### src/rtl/rv32i_mem_pipe.sv
// rv32i_mem_pipe: rv32i memory-access stage with a single-outstanding req/ack bus and one-cycle pass-through.
// Define RV32I_MEM_MISALIGN_EN to trap misaligned H/W accesses instead of forcing them aligned.
module rv32i_mem_pipe #(
    parameter int XLEN = 32
) (
    input  logic            clk_i,
    input  logic            reset_ni,
    input  logic            clear_i,
    input  logic            data_ready_i,
    input  logic [XLEN-1:0] result_i,
    input  logic [XLEN-1:0] store_data_i,
    input  logic            mem_read_i,
    input  logic            mem_write_i,
    input  logic [2:0]      mem_funct3_i,
    output logic            stall_o,
    output logic            execute_o,
    output logic            data_ready_o,
    output logic [XLEN-1:0] data_o,
    input  logic            downstream_stall_i,
    input  logic            downstream_execute_i,
    output logic            bus_req_o,
    output logic            bus_we_o,
    output logic [XLEN-1:0] bus_addr_o,
    output logic [31:0]     bus_wdata_o,
    output logic [3:0]      bus_be_o,
    input  logic            bus_ack_i,
    input  logic [31:0]     bus_rdata_i,
    output logic            misaligned_o
);
    localparam logic IDLE = 1'b0;
    localparam logic WAIT = 1'b1;

    logic            state, occupied, discard, we_q, busy, is_mem, mis;
    logic [XLEN-1:0] addr_q;
    logic [2:0]      f3_q;
    logic [31:0]     sdata_q, load_data;
    logic [7:0]      lb;
    logic [15:0]     lh;

    assign busy         = state == WAIT;
    assign is_mem       = mem_read_i | mem_write_i;
    assign stall_o      = (occupied & downstream_stall_i) | busy;
    assign execute_o    = data_ready_i & ~stall_o;
    assign data_ready_o = occupied & ~busy & ~discard;

`ifdef RV32I_MEM_MISALIGN_EN
    assign mis = (mem_funct3_i[1:0] == 2'b01 && result_i[0]) ||
                 (mem_funct3_i[1:0] == 2'b10 && result_i[1:0] != 2'b00);
    always_ff @(posedge clk_i or negedge reset_ni)
        if (!reset_ni) misaligned_o <= 1'b0;
        else misaligned_o <= execute_o && !clear_i && is_mem && mis;
`else
    assign mis          = 1'b0;
    assign misaligned_o = 1'b0;
`endif

    always_comb begin
        lb        = addr_q[1] ? (addr_q[0] ? bus_rdata_i[31:24] : bus_rdata_i[23:16])
                              : (addr_q[0] ? bus_rdata_i[15:8] : bus_rdata_i[7:0]);
        lh        = addr_q[1] ? bus_rdata_i[31:16] : bus_rdata_i[15:0];
        load_data = f3_q[1] ? bus_rdata_i :
                    f3_q[0] ? {{16{~f3_q[2] & lh[15]}}, lh} : {{24{~f3_q[2] & lb[7]}}, lb};
    end

    // Bus outputs come purely from latched fields, so they hold steady for the whole WAIT.
    always_comb begin
        bus_req_o   = busy;
        bus_we_o    = busy & we_q;
        bus_addr_o  = busy ? {addr_q[XLEN-1:2], 2'b00} : '0;
        bus_wdata_o = !(busy && we_q) ? 32'h0 :
                      f3_q[1] ? sdata_q : f3_q[0] ? {2{sdata_q[15:0]}} : {4{sdata_q[7:0]}};
        bus_be_o    = !busy ? 4'b0000 :
                      (!we_q || f3_q[1]) ? 4'b1111 :
                      f3_q[0] ? (addr_q[1] ? 4'b1100 : 4'b0011) : 4'b0001 << addr_q[1:0];
    end

    always_ff @(posedge clk_i or negedge reset_ni) begin
        if (!reset_ni) begin
            state    <= IDLE;
            occupied <= 1'b0;
            discard  <= 1'b0;
            we_q     <= 1'b0;
            addr_q   <= '0;
            f3_q     <= 3'b000;
            sdata_q  <= 32'h0;
            data_o   <= '0;
        end else begin
            occupied <= clear_i ? 1'b0 : execute_o ? 1'b1 : downstream_execute_i ? 1'b0 : occupied;
            if (busy) begin
                if (clear_i) discard <= 1'b1;
                // A flushed transaction still runs to its ack but leaves data_o untouched.
                if (bus_ack_i) begin
                    state   <= IDLE;
                    discard <= 1'b0;
                    if (!discard && !clear_i) data_o <= we_q ? '0 : load_data;
                end
            end else if (execute_o && !clear_i) begin
                if (is_mem && !mis) begin
                    state   <= WAIT;
                    addr_q  <= result_i;
                    f3_q    <= mem_funct3_i;
                    we_q    <= mem_write_i & ~mem_read_i;
                    sdata_q <= store_data_i;
                end else begin
                    data_o <= mis ? '0 : result_i;
                end
            end
        end
    end
endmodule
### config.mk
export PLATFORM = sky130hd
export DESIGN_NAME = rv32i_mem_pipe
export DESIGN_NICKNAME = d
export VERILOG_FILES = /design/src/rtl/rv32i_mem_pipe.sv
export SDC_FILE = /design/constraint.sdc
export NUM_CORES = 1
export LEC_CHECK = 0
export ABC_AREA = 1
export CAP_MARGIN = 20
export CORE_MARGIN = 10
export CORE_UTILIZATION = 45
export DETAILED_ROUTE_END_ITERATION = 10
export GPL_ROUTABILITY_DRIVEN = 0
export GPL_TIMING_DRIVEN = 0
export HOLD_SLACK_MARGIN = 0.12
export PLACE_DENSITY_LB_ADDON = 0.08
export SKIP_CTS_REPAIR_TIMING = 1
export SLEW_MARGIN = 20
export SYNTH_ARGS = -nofsm -noshare
export SYNTH_HDL_FRONTEND = slang
export SYNTH_SLANG_ARGS = --single-unit
### constraint.sdc
create_clock -name clk_i -period 1.9 [get_ports clk_i]
set_input_delay 0.285 -clock clk_i [delete_from_list [all_inputs] [get_ports clk_i]]
set_output_delay 0.285 -clock clk_i [all_outputs]
set_load 0.01 [all_outputs]
# == Word-level counts from Yosys, hierarchy flattened ==
# Cells that the tools add are included.
# totals
register_bits,103
inputBits,108
output_inout_bits,106
elab_cells,69
# op_classes
eq_ne,3
shift,1
mux,29
n_bitwise,15
n_reduce_logical,13
# ops
cell,count
$mux 32,12
$mux 8,3
$mux 16,1
$mux 4,4
$mux 1,9
$and 1x1->1,8
$not 1->1,5
$ne 2x2->1 const B,2
$reduce_and 4->1,1
$reduce_bool 2->1,2
$shl 1x2->4 const A,1
$logic_and 1x1->1,3
$logic_not 1->1,3
$reduce_and 3->1,1
$reduce_bool 3->1,1
$ne 2x1->1 const B,1
$or 1x1->1,2
$reduce_and 2->1,1
$logic_or 1x1->1,1

# == Longest topological paths before layout ==
# Gate-level depths: netlist (run 1).
# logic_depth
ltp_word,9
depth_mapped,9
mapped_depth_nobuf,8

# == Least setup slack after synthesis (run 1) ==
# No wires, ideal clock.
# synth_path
path_kind,register to output
from,register f3_q[1]
to,output bus_wdata_o[17]
t_arrival_ns,1.354
slack_ns,0.261
path_stages_with_launch,7
cell_sequence,dfrtp_1 -> buf_2 -> inv_1 -> buf_2 -> buf_4 -> nor2_1 -> a211oi_1
# synth_between
elab_chain_cells,2
# synth_rtl
item,line_no,rtl
from (decl),35,logic [2:0] f3_q;
from (signal assigned),101,f3_q <= mem_funct3_i;
$mux 32,71,f3_q[1] ? sdata_q : f3_q[0] ? {2{sdata_q[15:0]}} : {4{sdata_q[7:0]}};
$mux 32,70,bus_wdata_o = !(busy && we_q) ? 32'h0 :
to (decl),24,"output logic [31:0] bus_wdata_o,"
# Every way passes these cells.

# == Worst setup path in the final report (run 1) ==
# layout_path
from,register state (netlist: bus_req_o)
to,output bus_addr_o[6]
# layout_between
elab_chain_cells,1
# layout_rtl
item,line_no,rtl
from (decl),33,"logic state, occupied, discard, we_q, busy, is_mem, mis;"
from (signal assigned),79,state <= IDLE;
from (signal assigned),93,state <= IDLE;
from (signal assigned),99,state <= WAIT;
$mux 32,69,"bus_addr_o = busy ? {addr_q[XLEN-1:2], 2'b00} : '0;"
to (decl),23,"output logic [XLEN-1:0] bus_addr_o,"
# Every way passes these cells.

==> metrics.md, run 1 <==
| Metric | Value |
|---|---|
| Async SR Flop Fraction | 100% |
| RSZ-0062 raised after global routing | yes |
| Fin crit share | 112% |
| Total Routing Usage GR | 22.2% |
| Setup crit end kind | primary output |
| VDD IR-drop max | 579 uV |
| Kind of critical path | reg2out |
| I/O pin count | 214 |
| EDFF count, synth | 0 |
| Sequential area share after synthesis | 45.3% |
| Vias in the first global route | 5784 |
| Die W | 132 um |
| Pwr Total | 0.00873 W |
| Mapped Area | 5690 um2 |
| Clock sink count | 103 |
| Synth warn | 0 |
| Inserted Diodes | 0 |
| Core Rows | 41 |
| Final setup viols | 4 |
| TritonCTS Buffers | 9 |
| DIE AREA | 17500 um2 |
| Clk slew on worst S/H paths | 70 ps |
| Clk_lat worst skew | 350 ps |
| Max clock buf depth | 2 |
| Final Non-Filler Cells | 1178 |
| Crit path DAT | 1840 ps |
| Initial drt markers | 378 |
| Final worst slack | -229 ps |
| Slew @ Worst Pin | 585 ps |
| Synthesis-to-layout area growth | 51.3% |
| Top cell type's share of synthesized area | 45.3% |
| Pins Over Slew Limit | 0 |
| Syn Area/Cell | 7.37 um2 |
| Synth cell types | 25 |
| Leakage power | 4.98 nW |
| Achievable Freq | 470 MHz |
| Drt first pass iters | 5 |
| First-pass GRT wire length | 31.4 mm |
| TritonCTS clock tree | yes |
| Clk root buf | clkbuf_16 |
| Hold WC Path Type | in2async |
| Critical Path RT | 1620 ps |
| Largest net degree at the start of global routing | 72 |
| Post-synthesis simple-gate area fraction | 25.2% |
| Dpl cells | 1157 |
| Critical Path Source Type | flip-flop |
| Fin util | 68.7% |
| Remaining DRCs | 0 |
| Maximum fanout along the worst path | 10 |
| Endpoints failing hold | 0 |
| Setup WS pre-CTS | -415 ps |
| Hpwl dp | 15.4 mm |
| Routed WL | 19.9 mm |
| Post-synth top area cell | dfrtp_1 |
| Drt via density | 4.90 |
| Worst slew margin | 61.0% |
| Adder-Cell Fraction of Synth Area | 0% |
| Post-route minimum period | 2130 ps |
| Cell with the most instances after synthesis | nor2_1 |
| Drt wl/cell | 16.9 um |
| Port Buffer Count | 210 |
| Failing checks | setup timing |
| Compound-Gate Fraction of Synth Area | 13.8% |
| Ratio of cells with drive above 1 in the final layout | 13.1% |
| Gate Count Post-Synth | 772 |
| Final ANT Viol Nets | 0 |
| Chip height | 132 um |
| GR Overflow Total | 0 |
| Power density over the cells | 1010 nW/um2 |
| Largest family of logic cells by synthesized area | simple AND/OR/NAND/NOR gates |
| Clock H-tree levels | 3 |
| Clk_skew | 5.26 ps |
| Starting Density | 45.4% |
| GRT met1 Usage | 28.6% |
| Grt met2 use | 35.0% |
| Met3 usage | 6.78% |
| Xor and xnor fraction of the mapped netlist area | 0% |
| Core area | 12500 um2 |
| Busiest grt layer | met2 |
| Main synth FF type | dfrtp_1 |
| Status | finished, violations left |
| Initial antenna violation count | 0 |
| Synth Register Bits | 103 |
| Maxcap violations | 0 |
| Vias | 5777 |
| Post-synthesis mux area share | 5.15% |
| Main area contributors after synthesis | dfrtp_1, nor2_1, nand2_1 |
| Synth cell count leaders | nor2_1, nand2_1, dfrtp_1, inv_1, a21oi_1 |
| Layout net count | 1109 |
-- metal layers --
layer  vias up  part of all wire, %
met4         0                  1.8
met5         -                    0
met3        29                  8.4
met1      2649                   43
li1       2872                    -
met2       227                   47
-- flip-flops by register name (all words and copies together), names as in the netlist --
| name | cells |
|---|---|
| f3_q | 3 |
| we_q | 1 |
| occupied | 1 |
| discard | 1 |
| bus_req_o | 1 |
| data_o | 32 |
| addr_q | 32 |
| sdata_q | 32 |
-- cell families after synthesis --
kind of cell | after synthesis
AOI/OAI and AO/OA | 148
buffers and inverters | 137
muxes | 25
and+or+nand+nor | 358
other | 1
DFF | 103
-- critical path, cell delays in order (launching register included) --
cell             delay, ps
dfrtp_2                380
buf_8                  160
buf_6                  160
buf_8                  160
nand2_1                 60
inv_1                   50
clkdlybuf4s50_1        520
-- final cells by class --
cell class | count | area (um2)
clock buffer | 14 | 284
sequential | 103 | 2580
multi-input combinational | 534 | 2560
buffer | 47 | 360
tap | 172 | 215
timing repair buffer | 217 | 2250
clock inverter | 2 | 12.5
inverter | 89 | 342
fill | 1092 | 3920
-- path summary, 6_finish.rpt --
kind | from | to | slack, ps | depth (start not counted)
worst max register to register | bus_req_o | addr_q[6] | 140 | 8
worst min-delay path | reset_ni | addr_q[27] | 380 | 2
worst min register to register | addr_q[24] | addr_q[24] | 480 | 2
min in group clk_i | addr_q[24] | addr_q[24] | 480 | 2
max in group asynchronous | reset_ni | sdata_q[31] | 850 | 3
worst max-delay path | bus_req_o | bus_addr_o[6] | -230 | 6
-- metrics by stage --
step / hold WS, ps / area (um2) / setup TNS (ps)
2_1_floorplan: -10.6 / 5690 / 0
3_3_place_gp: 465 / 8010 / -380110
3_5_place_dp: 190 / 8040 / -26240
4_1_cts: -181 / 8340 / -48170
5_1_grt: 410 / 8600 / -1160
6_report: 381 / 8600 / -822
-- power breakdown --
| part | total (W) | internal (W) | switching [W] |
|---|---|---|---|
| clock | 0.00184 | 0.00103 | 0.000810 |
| combinational | 0.00366 | 0.00177 | 0.00189 |
| sequential | 0.00323 | 0.00286 | 0.000363 |
-- cell usage in the layout, fill, tap and decap left out, types with 4 or more instances in the layout --
cell type / count
nor2_1: 166
nand2_1: 155
clkdlybuf4s50_1: 143
dfrtp_1: 102
inv_1: 82
a21oi_1: 73
o21ai_0: 53
dlymetal6s2s_1: 53
mux2_2: 22
buf_2: 16
nand3_1: 16
buf_4: 13
a21oi_2: 12
buf_6: 10
clkbuf_2: 10
clkbuf_1: 10
nand4_1: 9
clkbuf_16: 9
clkbuf_4: 4
inv_2: 4
o21ai_1: 4
clkbuf_8: 4
No activity file was read; power rests on OpenSTA's default activity.
==> run 2: changes to the inputs <==
Settings changed: CORE_MARGIN 10 to unset.
==> run 2 against run 1 <==
  * The flow now finishes without violations
  * Clock skew is 1.2 ps higher
  * Register-to-register slack worse by 30 ps
  * Non-clock buffer count is 3 higher
  * Global-route usage is 6.0 points higher
  * Core utilization is 2.6 points higher
  * Setup slack better by 240 ps
  * Combinational power hardly changed
  * Clock power is 8% higher
  * Sequential share of layout area is 0.25 points lower
  * Fmax is 13% higher
  * Sequential cell count stayed put
  * Design area is 0.83% higher
  * Critical path type unchanged
==> metrics.md, run 2 (synthesis results as in run 1) <==
| Metric | Value |
|---|---|
| Hold WC Path Type | in2async |
| VDD IR-drop max | 690 uV |
| Initial antenna violation count | 0 |
| Setup crit end kind | primary output |
| Critical Path RT | 1620 ps |
| TNS Setup | 0 ps |
| Clock sink count | 103 |
| Most frequent cells in the layout | nor2_1, nand2_1, clkdlybuf4s50_1, dfrtp_1, inv_1 |
| Endpoints failing hold | 0 |
| Kind of critical path | reg2out |
| Clock H-tree levels | 3 |
| R2R depth | 11 |
| Crit-path max cell delay | 380 ps |
| Leakage power | 5.08 nW |
| Crit path DAT | 1600 ps |
| Total Routing Usage GR | 28.2% |
| Slew @ Worst Pin | 614 ps |
| Final setup viols | 0 |
| R2r setup slk | 110 ps |
| Slowest CP cell | dfrtp_1 |
| Setup WS pre-CTS | -430 ps |
| Vias in the first global route | 5412 |
| TritonCTS Buffers | 9 |
| Synthesis-to-layout area growth | 52.5% |
| Kind of cell adding the most delay to the critical path | buffers and inverters |
| Layout net count | 1112 |
| Critical Path, Cell by Cell | buf_6 -> inv_4 -> buf_4 -> a21oi_2 -> o21ai_2 -> a21oi_2 -> clkbuf_2 |
| Core Rows | 40 |
| Most common cell on crit path | a21oi_2 |
| Hpwl dp | 13.5 mm |
| Pins Over Slew Limit | 0 |
| Status | finished, final reports clean |
| Remaining DRCs | 0 |
| Drt wl/cell | 15.3 um |
| RSZ-0062 raised after global routing | yes |
| Largest net degree at the start of global routing | 72 |
| Final worst slack | 11.2 ps |
| Maximum fanout along the worst path | 6 |
| Max clock buf depth | 2 |
| Drt via density | 4.99 |
| Ratio of cells with drive above 1 in the final layout | 13.7% |
| Drt first pass iters | 5 |
| Die W | 114 um |
| Port Buffer Count | 210 |
| DIE AREA | 13100 um2 |
| CP Depth | 7 |
| Core area | 12200 um2 |
| Fillcell total | 1008 |
| Initial drt markers | 503 |
| Vias | 5869 |
| First-pass GRT wire length | 28.0 mm |
| Routed WL | 18.0 mm |
| Inserted Diodes | 0 |
| Starting Density | 46.8% |
| Worst slew margin | 59.1% |
| Chip height | 114 um |
| Maxcap violations | 0 |
| Clk_lat worst skew | 350 ps |
| GR Overflow Total | 0 |
| Post-route minimum period | 1890 ps |
| Top flop regs | addr_q x32, data_o x32, sdata_q x32 |
| CP Buf/Inv Count | 4 |
| Clk_skew | 6.49 ps |
| Achievable Freq | 529 MHz |
| TritonCTS clock tree | yes |
| Clk root buf | clkbuf_16 |
| Clk slew on worst S/H paths | 70 ps |
| I/O pin count | 214 |
| Final ANT Viol Nets | 0 |
| Critical Path Source Type | flip-flop |
| Fin crit share | 99.4% |
| Most common cell after layout, fill and taps aside | nor2_1 |
| Power density over the cells | 1020 nW/um2 |
-- run 2: worst register-to-register path, cell delays in order, from the launching register on --
cell and delay [ps]:
dfrtp_1 400, buf_6 130, inv_4 70, buf_4 130
nand2_4 60, inv_2 140, nand3_2 220, nand4_2 160
nand2_4 90, buf_6 150, nand2_1 90, a21oi_2 60
-- run 2: layout make-up --
type,count,area [um2],share of cell area (%)
flip-flops and latches,103,2580,29.7
multi-input cells,534,2570,29.7
repair buffers,221,2290,26.4
plain buffers,46,365,4.21
inverters,89,342,3.94
clock buffers,11,243,2.80
well taps,168,210,2.42
clock inverters,4,70.1,0.808
-- run 2: path summary, 6_finish.rpt --
| kind | startpoint | to |
|---|---|---|
| worst max-delay path | f3_q[0] | bus_wdata_o[15] |
| worst min-delay path | reset_ni | addr_q[29] |
| worst max register to register | f3_q[0] | data_o[30] |
| worst min register to register | addr_q[18] | addr_q[18] |
| max in group asynchronous | reset_ni | sdata_q[13] |
| min in group clk_i | addr_q[18] | addr_q[18] |
-- run 2: per-stage QoR --
step                      cell area, um2  hold slack [ps]  power [W]  instances  util, %
after floorplan                     5690            -10.6    0.00502        774        -
after global placement              8010              466    0.00668       1152     65.8
after detailed placement            8040              191    0.00675       1153     66.1
after CTS                           8350             -185    0.00874       1168     68.6
after global routing                8670              409    0.00940       1176     71.3
final                               8670              373    0.00889       1176     71.3
-- run 2: power breakdown --
part / switching [W] / total (W) / internal [W]
sequential: 0.000384 / 0.00325 / 0.00287
combinational: 0.00184 / 0.00365 / 0.00180
clock: 0.000814 / 0.00199 / 0.00118
total: 0.00304 / 0.00889 / 0.00585
-- run 2: layer usage --
layer  share of wire, %  global-route usage, %  vias to the layer above
met5                  0                      0                        -
met3                7.9                   8.21                       29
li1                   -                      -                     2879
met1                 43                   38.7                     2735
met2                 47                   43.3                      226
met4                1.9                   8.31                        0
==> RTL edit (flow settings as in run 1) <==
Add a define of `RV32I_MEM_MISALIGN_EN`.
--- a/src/rtl/rv32i_mem_pipe.sv
+++ b/src/rtl/rv32i_mem_pipe.sv
@@ -1,4 +1,6 @@
 // rv32i_mem_pipe: rv32i memory-access stage with a single-outstanding req/ack bus and one-cycle pass-through.
 // Define RV32I_MEM_MISALIGN_EN to trap misaligned H/W accesses instead of forcing them aligned.
+`define RV32I_MEM_MISALIGN_EN
+
 module rv32i_mem_pipe #(
     parameter int XLEN = 32
Formal check against the unedited RTL: not equivalent (Yosys sat finds a counterexample within 4 cycles, from zero or initial values and one cycle with reset_ni low).
==> RTL edit against run 1 <==
The run still ends with negative setup slack left; cell area increased by 8.4%; wire length increased by 12%; critical path type unchanged; highest routed layer unchanged; clock skew increased by 0.0027 ns; setup slack improved by 0.13 ns; sequential cell count increased by 1; synthesized cell count increased by 14%; critical path depth decreased by 1; critical endpoint is now bus_addr_o[7]; power increased by 3.3%; via count increased by 15%; core utilization increased by 4.3 points; area after synthesis increased by 4.2%.
==> RTL edit: results (changes against run 1) <==
status finished with violations; failing checks negative setup slack; register area share after synthesis 43.9% (-1.4 points); initial antenna violation count 1 (+1); Starting DRT DRC Count 588 (+56%); DP Area 0.00829 sq mm (+3.1%); post-route setup slack -0.0958 ns (+0.133 ns); met3 wire length 2580 um (+54%); Slew @ Worst Pin 0.519 ns (-0.0657 ns); largest net degree at the start of global routing 73 (+1.4%); pre-CTS setup slack -0.367 ns (+0.0474 ns); WL met1 9280 um (+7.8%); Setup Skew 0.00795 ns (+0.00269 ns); Final Setup Violations 14 (+10); dpl cells 1262 (+9.1%); Lkg Pwr 5.33 nW (+7.0%); synth top area cells dfrtp_1 (44%), nand2_1 (16%), a21oi_1 (8.9%); IO Port Bufs 211 (+0.48%); metal2 WL 10100 um (+9.0%); vias per cell 5.07 (+3.5%); Vias 6657 (+15%); ratio of cells with drive above 1 in the final layout 15.7% (+2.6 points); Layout fillers 1020 (-6.6%); syn avg cell area 6.76 sq um (-8.2%); Detail Placement HPWL 16400 um (+6.2%); Worst EP arrival 1.71 ns (-0.13 ns); Wirelength per Cell 17.0 um (+0.60%)
## RTL edit: worst max-delay path, cell delays in order (launching register included)
cell and delay, ns:
dfrtp_2 0.37, buf_6 0.15, buf_6 0.18, nand2_1 0.07
inv_1 0.05, clkdlybuf4s50_1 0.52
## RTL edit: cells by family after synthesis
logic type / synth area share, %
simple gates: 27.9
flops: 43.9
buf+inv: 12.2
other cells: 0.0633
compound gates: 16.0
## RTL edit: metrics by stage
| stage | hold WS [ns] | util (%) |
|---|---|---|
| global placement | 0.460 | 64.7 |
| floorplan | -0.0106 | - |
| global route | 0.420 | 73.0 |
| CTS | -0.188 | 67.1 |
| detailed placement | 0.192 | 64.9 |
| finish | 0.373 | 73.0 |
## RTL edit: layer usage
layer / vias to the layer above / global-route usage, %
met5: - / 0
met4: 0 / 6.05
met3: 32 / 8.27
met2: 319 / 35.5
met1: 3066 / 29.1
li1: 3240 / -
## RTL edit: layout make-up
cell class                 count  area (sq um)  area share (%)
tap                          172           215            2.31
clock buffer                  10           239            2.56
buffer                        48           420            4.51
multi-input combinational    601          2830            30.4
inverter                     124           482            5.17
timing repair buffer         245          2480            26.6
sequential                   104          2610            27.9
antenna                        2          5.00          0.0537
clock inverter                 6          42.5           0.456
## RTL edit: worst paths after layout
| path | to | slack (ns) |
|---|---|---|
| min | sdata_q[18] | 0.37 |
| min reg2reg | addr_q[20] | 0.49 |
| max | bus_addr_o[7] | -0.1 |
| max reg2reg | addr_q[6] | -0.03 |
| max in group asynchronous | bus_req_o | 0.85 |
| min in group clk_i | sdata_q[22] | 0.47 |
## RTL edit: power breakdown
group	internal [mW]	total (mW)	switching, mW
Combinational	1.81	3.89	2.08
Sequential	2.88	3.31	0.425
Clock	0.928	1.81	0.884
Total	5.62	9.01	3.39
